==> src/rtl/wave_voice_scheduler.sv <==
// Scans NUM_CH tone voices through one shared wave_lut each sample frame, mixes them, and arbitrates host wave-memory writes.
// Optional feature: define WAVE_SCHED_PHASE_SYNC_EN to add phase_sync_in, which zeroes all phases at the next frame start.
module wave_voice_scheduler #(
    parameter  int unsigned NUM_CH     = 4,
    parameter  int unsigned PHASE_W    = 16,
    parameter  int unsigned SAMPLE_DIV = 64,
    localparam int unsigned SEL_W      = $clog2(NUM_CH),
    localparam int unsigned SMP_W      = 8 + SEL_W
) (
    input  logic               clk_in,
    input  logic               rst_n_in,
`ifdef WAVE_SCHED_PHASE_SYNC_EN
    input  logic               phase_sync_in,
`endif
    input  logic               ch_cfg_we_in,
    input  logic [SEL_W-1:0]   ch_cfg_sel_in,
    input  logic [PHASE_W-1:0] ch_freq_in,
    input  logic [2:0]         ch_wave_type_in,
    input  logic [3:0]         ch_vol_in,
    input  logic               ch_en_in,
    input  logic               wr_req_in,
    input  logic [3:0]         wr_addr_in,
    input  logic [3:0]         wr_data_in,
    output logic               wr_ack_out,
    output logic [3:0]         lut_addr_out,
    output logic [2:0]         lut_wave_type_out,
    input  logic [15:0]        lut_data_in,
    output logic [3:0]         mem_write_addr_out,
    output logic [3:0]         mem_write_data_out,
    output logic               mem_write_en_out,
    output logic [SMP_W-1:0]   sample_out,
    output logic               sample_valid_out
);

    localparam int unsigned CNT_W = $clog2(SAMPLE_DIV);

    typedef struct packed {
        logic [PHASE_W-1:0] freq;
        logic [2:0]         wave_type;
        logic [3:0]         vol;
        logic               en;
    } voice_cfg_t;

    voice_cfg_t         cfg   [NUM_CH];
    logic [PHASE_W-1:0] phase [NUM_CH];

    logic [CNT_W-1:0] div_cnt;
    logic [CNT_W-1:0] div_next_c;
    logic             frame_end_c;
    logic             scan_c;
    logic             scan_next_c;
    logic             last_scan_c;
    logic [SEL_W-1:0] ch_idx_c;
    logic [3:0]       amp_c;
    logic [7:0]       contrib_c;
    logic [SMP_W-1:0] acc;
    logic             grant_c;
    logic             sync_now_c;
    logic             unused_lut_bits;

    // Frame position decode; the scan window is the first NUM_CH cycles of each frame.
    always_comb begin : frame_decode
        frame_end_c = (div_cnt == CNT_W'(SAMPLE_DIV - 1));
        div_next_c  = frame_end_c ? '0 : div_cnt + CNT_W'(1);
        scan_c      = (div_cnt < CNT_W'(NUM_CH));
        scan_next_c = (div_next_c < CNT_W'(NUM_CH));
        last_scan_c = (div_cnt == CNT_W'(NUM_CH - 1));
        ch_idx_c    = SEL_W'(div_cnt);
    end

    always_ff @(posedge clk_in or negedge rst_n_in) begin : frame_counter
        if (!rst_n_in) begin
            div_cnt <= '0;
        end else begin
            div_cnt <= div_next_c;
        end
    end

    // Present the scanned voice to the LUT and scale its returned amplitude.
    always_comb begin : voice_mux
        lut_addr_out      = '0;
        lut_wave_type_out = '0;
        amp_c             = '0;
        contrib_c         = '0;
        if (scan_c) begin
            lut_addr_out      = phase[ch_idx_c][PHASE_W-1 -: 4];
            lut_wave_type_out = cfg[ch_idx_c].wave_type;
            amp_c             = cfg[ch_idx_c].wave_type[2] ? lut_data_in[15:12]
                                                           : {4{lut_data_in[0]}};
            if (cfg[ch_idx_c].en) begin
                contrib_c = 8'(amp_c) * 8'(cfg[ch_idx_c].vol);
            end
        end
    end

    assign unused_lut_bits = ^lut_data_in[11:1];

`ifdef WAVE_SCHED_PHASE_SYNC_EN
    logic sync_pend;

    // A sync pulse is remembered until the frame wraps, so a scan never sees a partial reset.
    assign sync_now_c = frame_end_c && (sync_pend || phase_sync_in);

    always_ff @(posedge clk_in or negedge rst_n_in) begin : sync_flag
        if (!rst_n_in) begin
            sync_pend <= 1'b0;
        end else if (sync_now_c) begin
            sync_pend <= 1'b0;
        end else if (phase_sync_in) begin
            sync_pend <= 1'b1;
        end
    end
`else
    assign sync_now_c = 1'b0;
`endif

    // Phase advances only at the end of its own scan slot; a config write wins the same edge.
    always_ff @(posedge clk_in or negedge rst_n_in) begin : voice_regs
        if (!rst_n_in) begin
            for (int i = 0; i < int'(NUM_CH); i++) begin
                cfg[i]   <= '0;
                phase[i] <= '0;
            end
        end else begin
            for (int i = 0; i < int'(NUM_CH); i++) begin
                if (scan_c && (ch_idx_c == SEL_W'(i))) begin
                    phase[i] <= cfg[i].en ? phase[i] + cfg[i].freq : '0;
                end
                if (sync_now_c) begin
                    phase[i] <= '0;
                end
                if (ch_cfg_we_in && (ch_cfg_sel_in == SEL_W'(i))) begin
                    cfg[i] <= '{freq: ch_freq_in, wave_type: ch_wave_type_in,
                                vol: ch_vol_in, en: ch_en_in};
                    if (!ch_en_in) begin
                        phase[i] <= '0;
                    end
                end
            end
        end
    end

    always_ff @(posedge clk_in or negedge rst_n_in) begin : mixer
        if (!rst_n_in) begin
            acc              <= '0;
            sample_out       <= '0;
            sample_valid_out <= 1'b0;
        end else begin
            sample_valid_out <= last_scan_c;
            if (div_cnt == '0) begin
                acc <= SMP_W'(contrib_c);
            end else if (scan_c) begin
                acc <= acc + SMP_W'(contrib_c);
            end
            if (last_scan_c) begin
                sample_out <= acc + SMP_W'(contrib_c);
            end
        end
    end

    // Grant only when the following cycle is outside the scan, so the LUT is stable while scanning.
    assign grant_c = wr_req_in && !wr_ack_out && !scan_next_c;

    always_ff @(posedge clk_in or negedge rst_n_in) begin : write_arb
        if (!rst_n_in) begin
            wr_ack_out         <= 1'b0;
            mem_write_addr_out <= '0;
            mem_write_data_out <= '0;
        end else begin
            wr_ack_out <= grant_c;
            if (grant_c) begin
                mem_write_addr_out <= wr_addr_in;
                mem_write_data_out <= wr_data_in;
            end
        end
    end

    assign mem_write_en_out = wr_ack_out;

endmodule

==> config.mk <==
export PLATFORM = sky130hd
export DESIGN_NAME = wave_voice_scheduler
export DESIGN_NICKNAME = d
export VERILOG_FILES = /design/src/rtl/wave_voice_scheduler.sv
export SDC_FILE = /design/constraint.sdc
export NUM_CORES = 1
export LEC_CHECK = 0
export ABC_AREA = 1
export ABC_CLOCK_PERIOD_IN_PS = 7800
export BUFFER_PORTS_ARGS = -buffer_cell sky130_fd_sc_hd__buf_4
export CAP_MARGIN = 15
export CORE_MARGIN = 1
export CORE_UTILIZATION = 40
export CTS_CLUSTER_SIZE = 10
export DETAILED_ROUTE_END_ITERATION = 12
export GPL_TIMING_DRIVEN = 0
export MAX_ROUTING_LAYER = met4
export PLACE_DENSITY = 0.56
export SETUP_SLACK_MARGIN = 0.3
export SLEW_MARGIN = 25
export SYNTH_ARGS = -nofsm -noshare
export SYNTH_HDL_FRONTEND = slang
export SYNTH_SLANG_ARGS = --single-unit
==> constraint.sdc <==
create_clock -name clk_in -period 7.8 [get_ports clk_in]
set_input_delay 2.34 -clock clk_in [delete_from_list [all_inputs] [get_ports clk_in]]
set_output_delay 2.34 -clock clk_in [all_outputs]
set_load 0.01 [all_outputs]
==> impl_metrics.tcl, run 1 <==
set metrics [dict create \
    status "completed" \
    num_rows 63 \
    fin_crit_ns 6.05 \
    ys_seq_elements 196 \
    hold_viol_final 0 \
    stdcell_count 2184 \
    finalNetCount 1927 \
    grt_setup_unrepaired "no" \
    hp-start "sample_out[9]" \
    cts_sinks 196 \
    worstPathRequired_ns 8.13 \
    tightest_slew_ns 0.782 \
    gp_congestion 0.957 \
    die_h_um 178 \
    grt_pass1_wl_mm 55.8 \
    crit_path_end_kind "flop" \
    track_usage_pct 23.6 \
    hpwl_mm 26.3 \
    grt_max_degree 83 \
    synth_seq_area_share_pct 39.7 \
    finalCritPeriodShare_pct 77.6 \
    drtPass1Iterations 5 \
    grt_pass1_vias 10634 \
    arrival_ns 6.38 \
    syn_inst 1689 \
    area_delta_synth_final_pct 13.6 \
    fmax_mhz 165 \
    cts.htree.levels 4 \
    viasPerCell 5.01 \
    ir_drop_v 0.000155 \
    cts_tree "done" \
    rrSetupSlack_ns 2.67 \
    drtIter0Drc 641 \
    r2r_cells 22 \
    final_layout_size_suffix_gt1_share_pct 9.87 \
    synth_nets 1836 \
    yosys_warnings 0 \
    worst-path-max-fanout 5 \
    maxCapViolations 0 \
    fin_skew_ns 0.0171 \
    portBuffers 70 \
    drc 0 \
    insertion_delay_ns 0.45 \
    start_kind "primary input" \
    netlist_area_um2 12300 \
    totalWireLength_mm 34.5 \
    setup_viol 0 \
    cts_hold_buf 0 \
    antenna_found_initial 2 \
    core_um2 30000 \
    grt_overflow 0 \
    reg2reg_from "div_cnt[0]" \
    timing.rr.end "acc[9]" \
    drv_slew 0 \
    cts_setup_buffers 0 \
    finalHoldWorstSlack_ns 0.481 \
    die_x_um 178 \
    cts.clk_slew.worst_paths_ns 0.08 \
    placed_cells 2151 \
    via_count 10947 \
    fill_cells 3091 \
    syn_avg_cell_area_um2 7.31 \
    ys_types 43 \
    setup_tns_ns 0 \
    crit_type "in -> reg" \
    static-leakage-power_nw 7.71 \
    start_util_pct 41.1 \
    relSlewSlack_pct 47.9 \
    holdCritPathClass "reg -> reg" \
    cts_root_buf "clkbuf_16" \
    cts_buffers 17 \
    cts_buffer_depth 2 \
    ant_nets 0 \
    hold_end "sample_out[9]" \
    cts_resized 0 \
    ios 82 \
    hold_depth 2 \
    final_core_util_pct 46.7 \
    wl_per_cell_um 15.8 \
    power_density_nw_per_um2 197 \
    design.die.area_um2 31600 \
]
[critical path, cell delays in order]
cell	delay [ns]
buf_4	0.08
inv_1	0.03
nand2_1	0.09
o21ai_0	0.26
or2_2	0.40
fa_1	0.55
inv_1	0.05
fa_1	0.47
fa_1	0.42
nand3_1	0.10
nand2_1	0.06
or2_2	0.26
and3_1	0.20
ha_1	0.33
a21o_1	0.19
a22oi_1	0.20
nand4_1	0.15
nand3_1	0.10
o21ai_0	0.09
[flip-flops by register name (all words and copies together), names as in the netlist]
name and count:
mem_write_en_out 1, cfg 96, div_cnt 6, phase 64, mem_write_addr_out 4, sample_valid_out 1
sample_out 10, mem_write_data_out 4, acc 10
[Yosys cell counts (all sizes together)]
cell type | instances | share of area [%]
nand2 | 556 | 17
inv | 220 | 6.7
dfrtp | 196 | 40
o21ai | 128 | 5.2
a21oi | 120 | 4.9
nor2 | 116 | 3.9
nand3 | 115 | 4.7
ha | 84 | 8.5
or2 | 26 | 1.3
buf | 24 | 1.3
clkbuf | 19 | 0.58
xor2 | 16 | 1.1
nor3 | 14 | 0.61
fa | 9 | 1.5
a22oi | 8 | 0.49
nand4 | 8 | 0.41
nand3b | 6 | 0.36
a21o | 5 | 0.30
a32oi | 3 | 0.21
o211ai | 3 | 0.29
xnor2 | 3 | 0.21
a31o | 2 | 0.14
and3 | 2 | 0.10
clkinv | 2 | 0.10
a21boi | 1 | 0.061
o221ai | 1 | 0.071
o22ai | 1 | 0.051
o31ai | 1 | 0.061
[worst max path at each step]
stage / slack, ns / start / end
after global routing: 1.53 / lut_data_in[0] / acc[9]
after floorplan: 1.82 / lut_data_in[0] / acc[9]
after detailed placement: 1.30 / lut_data_in[0] / acc[9]
after CTS: 1.77 / lut_data_in[0] / acc[9]
after global placement: 1.34 / lut_data_in[0] / acc[9]
final: 1.75 / lut_data_in[0] / acc[9]
[report_power, final]
| group | switching (mW) | total (mW) | internal [mW] |
|---|---|---|---|
| sequential | 0.0859 | 1.23 | 1.14 |
| combinational | 0.371 | 0.618 | 0.247 |
| clock | 0.481 | 0.917 | 0.435 |
| total | 0.939 | 2.76 | 1.83 |
[stage by stage]
stage	power, mW	area (um2)	setup WS, ns
after global placement	1.85	13400	1.34
after CTS	2.79	14000	1.77
final	2.76	14000	1.75
after floorplan	1.65	12300	1.82
after detailed placement	1.86	13400	1.30
after global routing	2.93	14000	1.53
[cell usage in the layout (no fill, tap or decap), types with 24 or more instances in the layout]
cell type | Yosys | final
inv_1 | 214 | 214
buf_4 | 6 | 75
nand2_1 | 552 | 552
or2_2 | 24 | 24
dfrtp_1 | 196 | 196
ha_1 | 84 | 84
nand3_1 | 113 | 113
o21ai_0 | 120 | 120
a21oi_1 | 120 | 120
nor2_1 | 107 | 107
[routing by layer]
layer  track usage, %  vias up  wire length, um
li1                 -     5579                -
met1             31.0     5110            16500
met2             37.9      223            15900
met3             3.34       35             1470
met4             6.34        0              620
met5                -        -                0
[logic make-up after synthesis]
kind of cell | after synthesis | synth area share, %
AND/OR/NAND/NOR | 843 | 28.5
AO/OA/AOI/OAI | 273 | 11.8
buffers and inverters | 265 | 8.64
flip-flops | 196 | 39.7
adder cells (fa/ha/maj) | 93 | 9.97
XOR/XNOR | 19 | 1.35
[final cells by class]
cell class	count	area (um2)	area share, %
buffer	43	229	1.63
multi-input combinational	1228	6370	45.4
timing repair buffer	72	588	4.19
antenna	1	2.50	0.0178
inverter	222	838	5.98
sequential	196	4900	35.0
tap	390	488	3.48
clock inverter	15	178	1.27
clock buffer	17	425	3.03
(Power assumes the default switching activity.)
==> inputs of run 2 (changes only) <==
--- a/config.mk
+++ b/config.mk
@@ -6,7 +6,7 @@
 export NUM_CORES = 1
 export LEC_CHECK = 0
 export ABC_AREA = 1
-export ABC_CLOCK_PERIOD_IN_PS = 7800
+export ABC_CLOCK_PERIOD_IN_PS = 5600
 export BUFFER_PORTS_ARGS = -buffer_cell sky130_fd_sc_hd__buf_4
 export CAP_MARGIN = 15
 export CORE_MARGIN = 1
==> constraint.sdc (replaced) <==
create_clock -name clk_in -period 5.6 [get_ports clk_in]
set_input_delay 1.68 -clock clk_in [delete_from_list [all_inputs] [get_ports clk_in]]
set_output_delay 1.68 -clock clk_in [all_outputs]
set_load 0.01 [all_outputs]
==> run 2 against run 1 <==
Effect of this change:
- utilization fell by 0.13 points
- sequential power increased by 40%
- combinational power rose by 40%
- hold slack worse by 0.0075 ns
- clock skew fell by 0.0045 ns
- power increased by 35%
- routed wire length is 0.32% lower
- die area is the same
- final area down 0.29%
- critical path type unchanged
- largest power group unchanged
==> impl_metrics.tcl, run 2 (same netlist as run 1, synthesis figures left out) <==
set metrics [dict create \
    grt_overflow 0 \
    seqCellArea_um2 4900 \
    via_count 10958 \
    portBuffers 70 \
    area_delta_synth_final_pct 13.3 \
    drtPass1Iterations 5 \
    start_util_pct 41.1 \
    finalHoldWorstSlack_ns 0.473 \
    grt_pass1_wl_mm 55.7 \
    setup_viol 0 \
    cts_root_buf "clkbuf_16" \
    power_switching_mw 1.22 \
    fin_skew_ns 0.0126 \
    drtIter0Drc 752 \
    grt_setup_unrepaired "no" \
    fmax_mhz 196 \
    totalWireLength_mm 34.4 \
    cp_cell_sequence "buf_4 > inv_1 > nand2_1 > o21ai_2 > or2_2 > fa_1 > inv_1 > fa_1 > fa_2 > nand3_1 > nand2_1 > or2_2 > and3_1 > ha_4 > nand2_1 > nor2_2 > nand3_1 > nand3_1 > nand2_1 > nand3_1 > o21ai_0" \
    viasPerCell 5.02 \
    static-leakage-power_nw 7.67 \
    power_density_nw_per_um2 267 \
    holdCritPathClass "reg -> reg" \
    insertion_delay_ns 0.45 \
    crit_path_end_kind "flop" \
    cts.htree.levels 4 \
    combPwrFrac_pct 23.1 \
    ant_nets 0 \
    maxCapViolations 0 \
    cts_tree "done" \
    hold_viol_final 0 \
    internal_power_mw 2.52 \
    start_kind "primary input" \
    pwr-share-seq_pct 45.9 \
    antenna_found_initial 1 \
    worst-path-max-fanout 5 \
    layout_commonest_cell "nand2_1" \
    cts_buffer_depth 2 \
    num_rows 63 \
    swShare_pct 32.7 \
    track_usage_pct 23.7 \
    worstPathRequired_ns 5.93 \
    multi_input_comb_area_um2 6400 \
    slowest_stage "fa_1" \
    design.die.area_um2 31600 \
    tightest_slew_ns 0.758 \
    relSlewSlack_pct 49.3 \
    fill_cells 3098 \
    top_regs "cfg x96, phase x64" \
    grt_max_degree 87 \
    clock_power_share_pct 31.1 \
    cts_setup_buffers 0 \
    hpwl_mm 26.2 \
    die_x_um 178 \
    ios 82 \
    top_register "cfg" \
    status "completed" \
    cpPeakStageDelay_ns 0.54 \
    cts.clk_slew.worst_paths_ns 0.07 \
    arrival_ns 5.43 \
    cts_buffers 17 \
    final_layout_size_suffix_gt1_share_pct 10.0 \
    drc 0 \
    ir_drop_v 0.000231 \
    drv_slew 0 \
    grt_pass1_vias 10539 \
    largest_reg_flops 96 \
    total_power_mw 3.74 \
    fin_crit_ns 5.10 \
    finalCritPeriodShare_pct 91.1 \
    die_h_um 178 \
    final_cell_mix "552 x nand2_1, 214 x inv_1, 196 x dfrtp_1" \
    cts_sinks 196 \
    setup_tns_ns 0 \
    gp_congestion 0.902 \
    finalNetCount 1927 \
    wl_per_cell_um 15.8 \
    crit_type "in -> reg" \
    core_um2 30000 \
]
[run 2: changes by cell type in the layout (fill, tap and decap cells not counted), moves of 2 or more]
cell | before | now
o21ai_0 | 120 | 117
clkinv_8 | 5 | 0
inv_8 | 4 | 1
clkinvlp_4 | 1 | 3
clkbuf_1 | 19 | 21
o21ai_2 | 1 | 3
[run 2: path summary, 6_finish.rpt]
kind	startpoint	to	slack (ns)	cells after the start
max in group asynchronous	rst_n_in	phase[58]	3.38	3
max	lut_data_in[0]	acc[9]	0.50	21
min in group asynchronous	rst_n_in	phase[3]	1.10	1
max reg2reg	div_cnt[1]	acc[9]	0.65	20
min reg2reg	mem_write_data_out[0]	mem_write_data_out[0]	0.47	2
min	mem_write_data_out[0]	mem_write_data_out[0]	0.47	2
[run 2: stage by stage]
step / instances / worst slack, ns / util [%] / instance area [um2]
CTS: 2182 / 0.306 / 46.5 / 14000
global placement: 2149 / -0.141 / 44.5 / 13400
floorplan: 1689 / 0.328 / - / 12300
global route: 2183 / 0.309 / 46.6 / 14000
detailed placement: 2151 / -0.182 / 44.7 / 13400
finish: 2183 / 0.501 / 46.6 / 14000
[run 2: area by class of cell]
class / instances / area share (%)
antenna: 1 / 0.0179
buffer: 43 / 1.64
clock buffer: 19 / 3.09
clock inverter: 12 / 0.716
inverter: 222 / 5.99
multi-input combinational: 1228 / 45.8
sequential: 196 / 35.1
tap: 390 / 3.49
timing repair buffer: 72 / 4.20
[run 2: repair_timing]
| action | in CTS | in global routing |
|---|---|---|
| resized for setup | 0 | 8 |
| hold buffers | 0 | 0 |
| endpoints found under the setup margin | 0 | 8 |
[run 2: power groups by stage]
stage / sequential [mW] / combinational [mW] / clock (mW)
floorplan: 1.72 / 0.585 / 0
global route: 1.74 / 0.999 / 1.25
finish: 1.72 / 0.863 / 1.16
detailed placement: 1.74 / 0.857 / 0
CTS: 1.71 / 0.862 / 1.20
global placement: 1.74 / 0.836 / 0
[run 2: layer usage]
metal  wire length, um  share of wire, %  vias to the layer above  GRT usage [%]
met4               681               2.0                        0           6.98
met2             15900                46                      226           37.4
met1             16400                48                     5109           31.2
met5                 0                 0                        -              -
met3              1410               4.1                       38           3.75
li1                  -                 -                     5585              -
[run 2: worst max-delay path, delay by kind of cell]
family	cells	cell delay (ns)
and+or+nand+nor	12	1.69
adders and majority gates	4	1.69
AOI/OAI and AO/OA	2	0.21
buffers and inverters	3	0.15
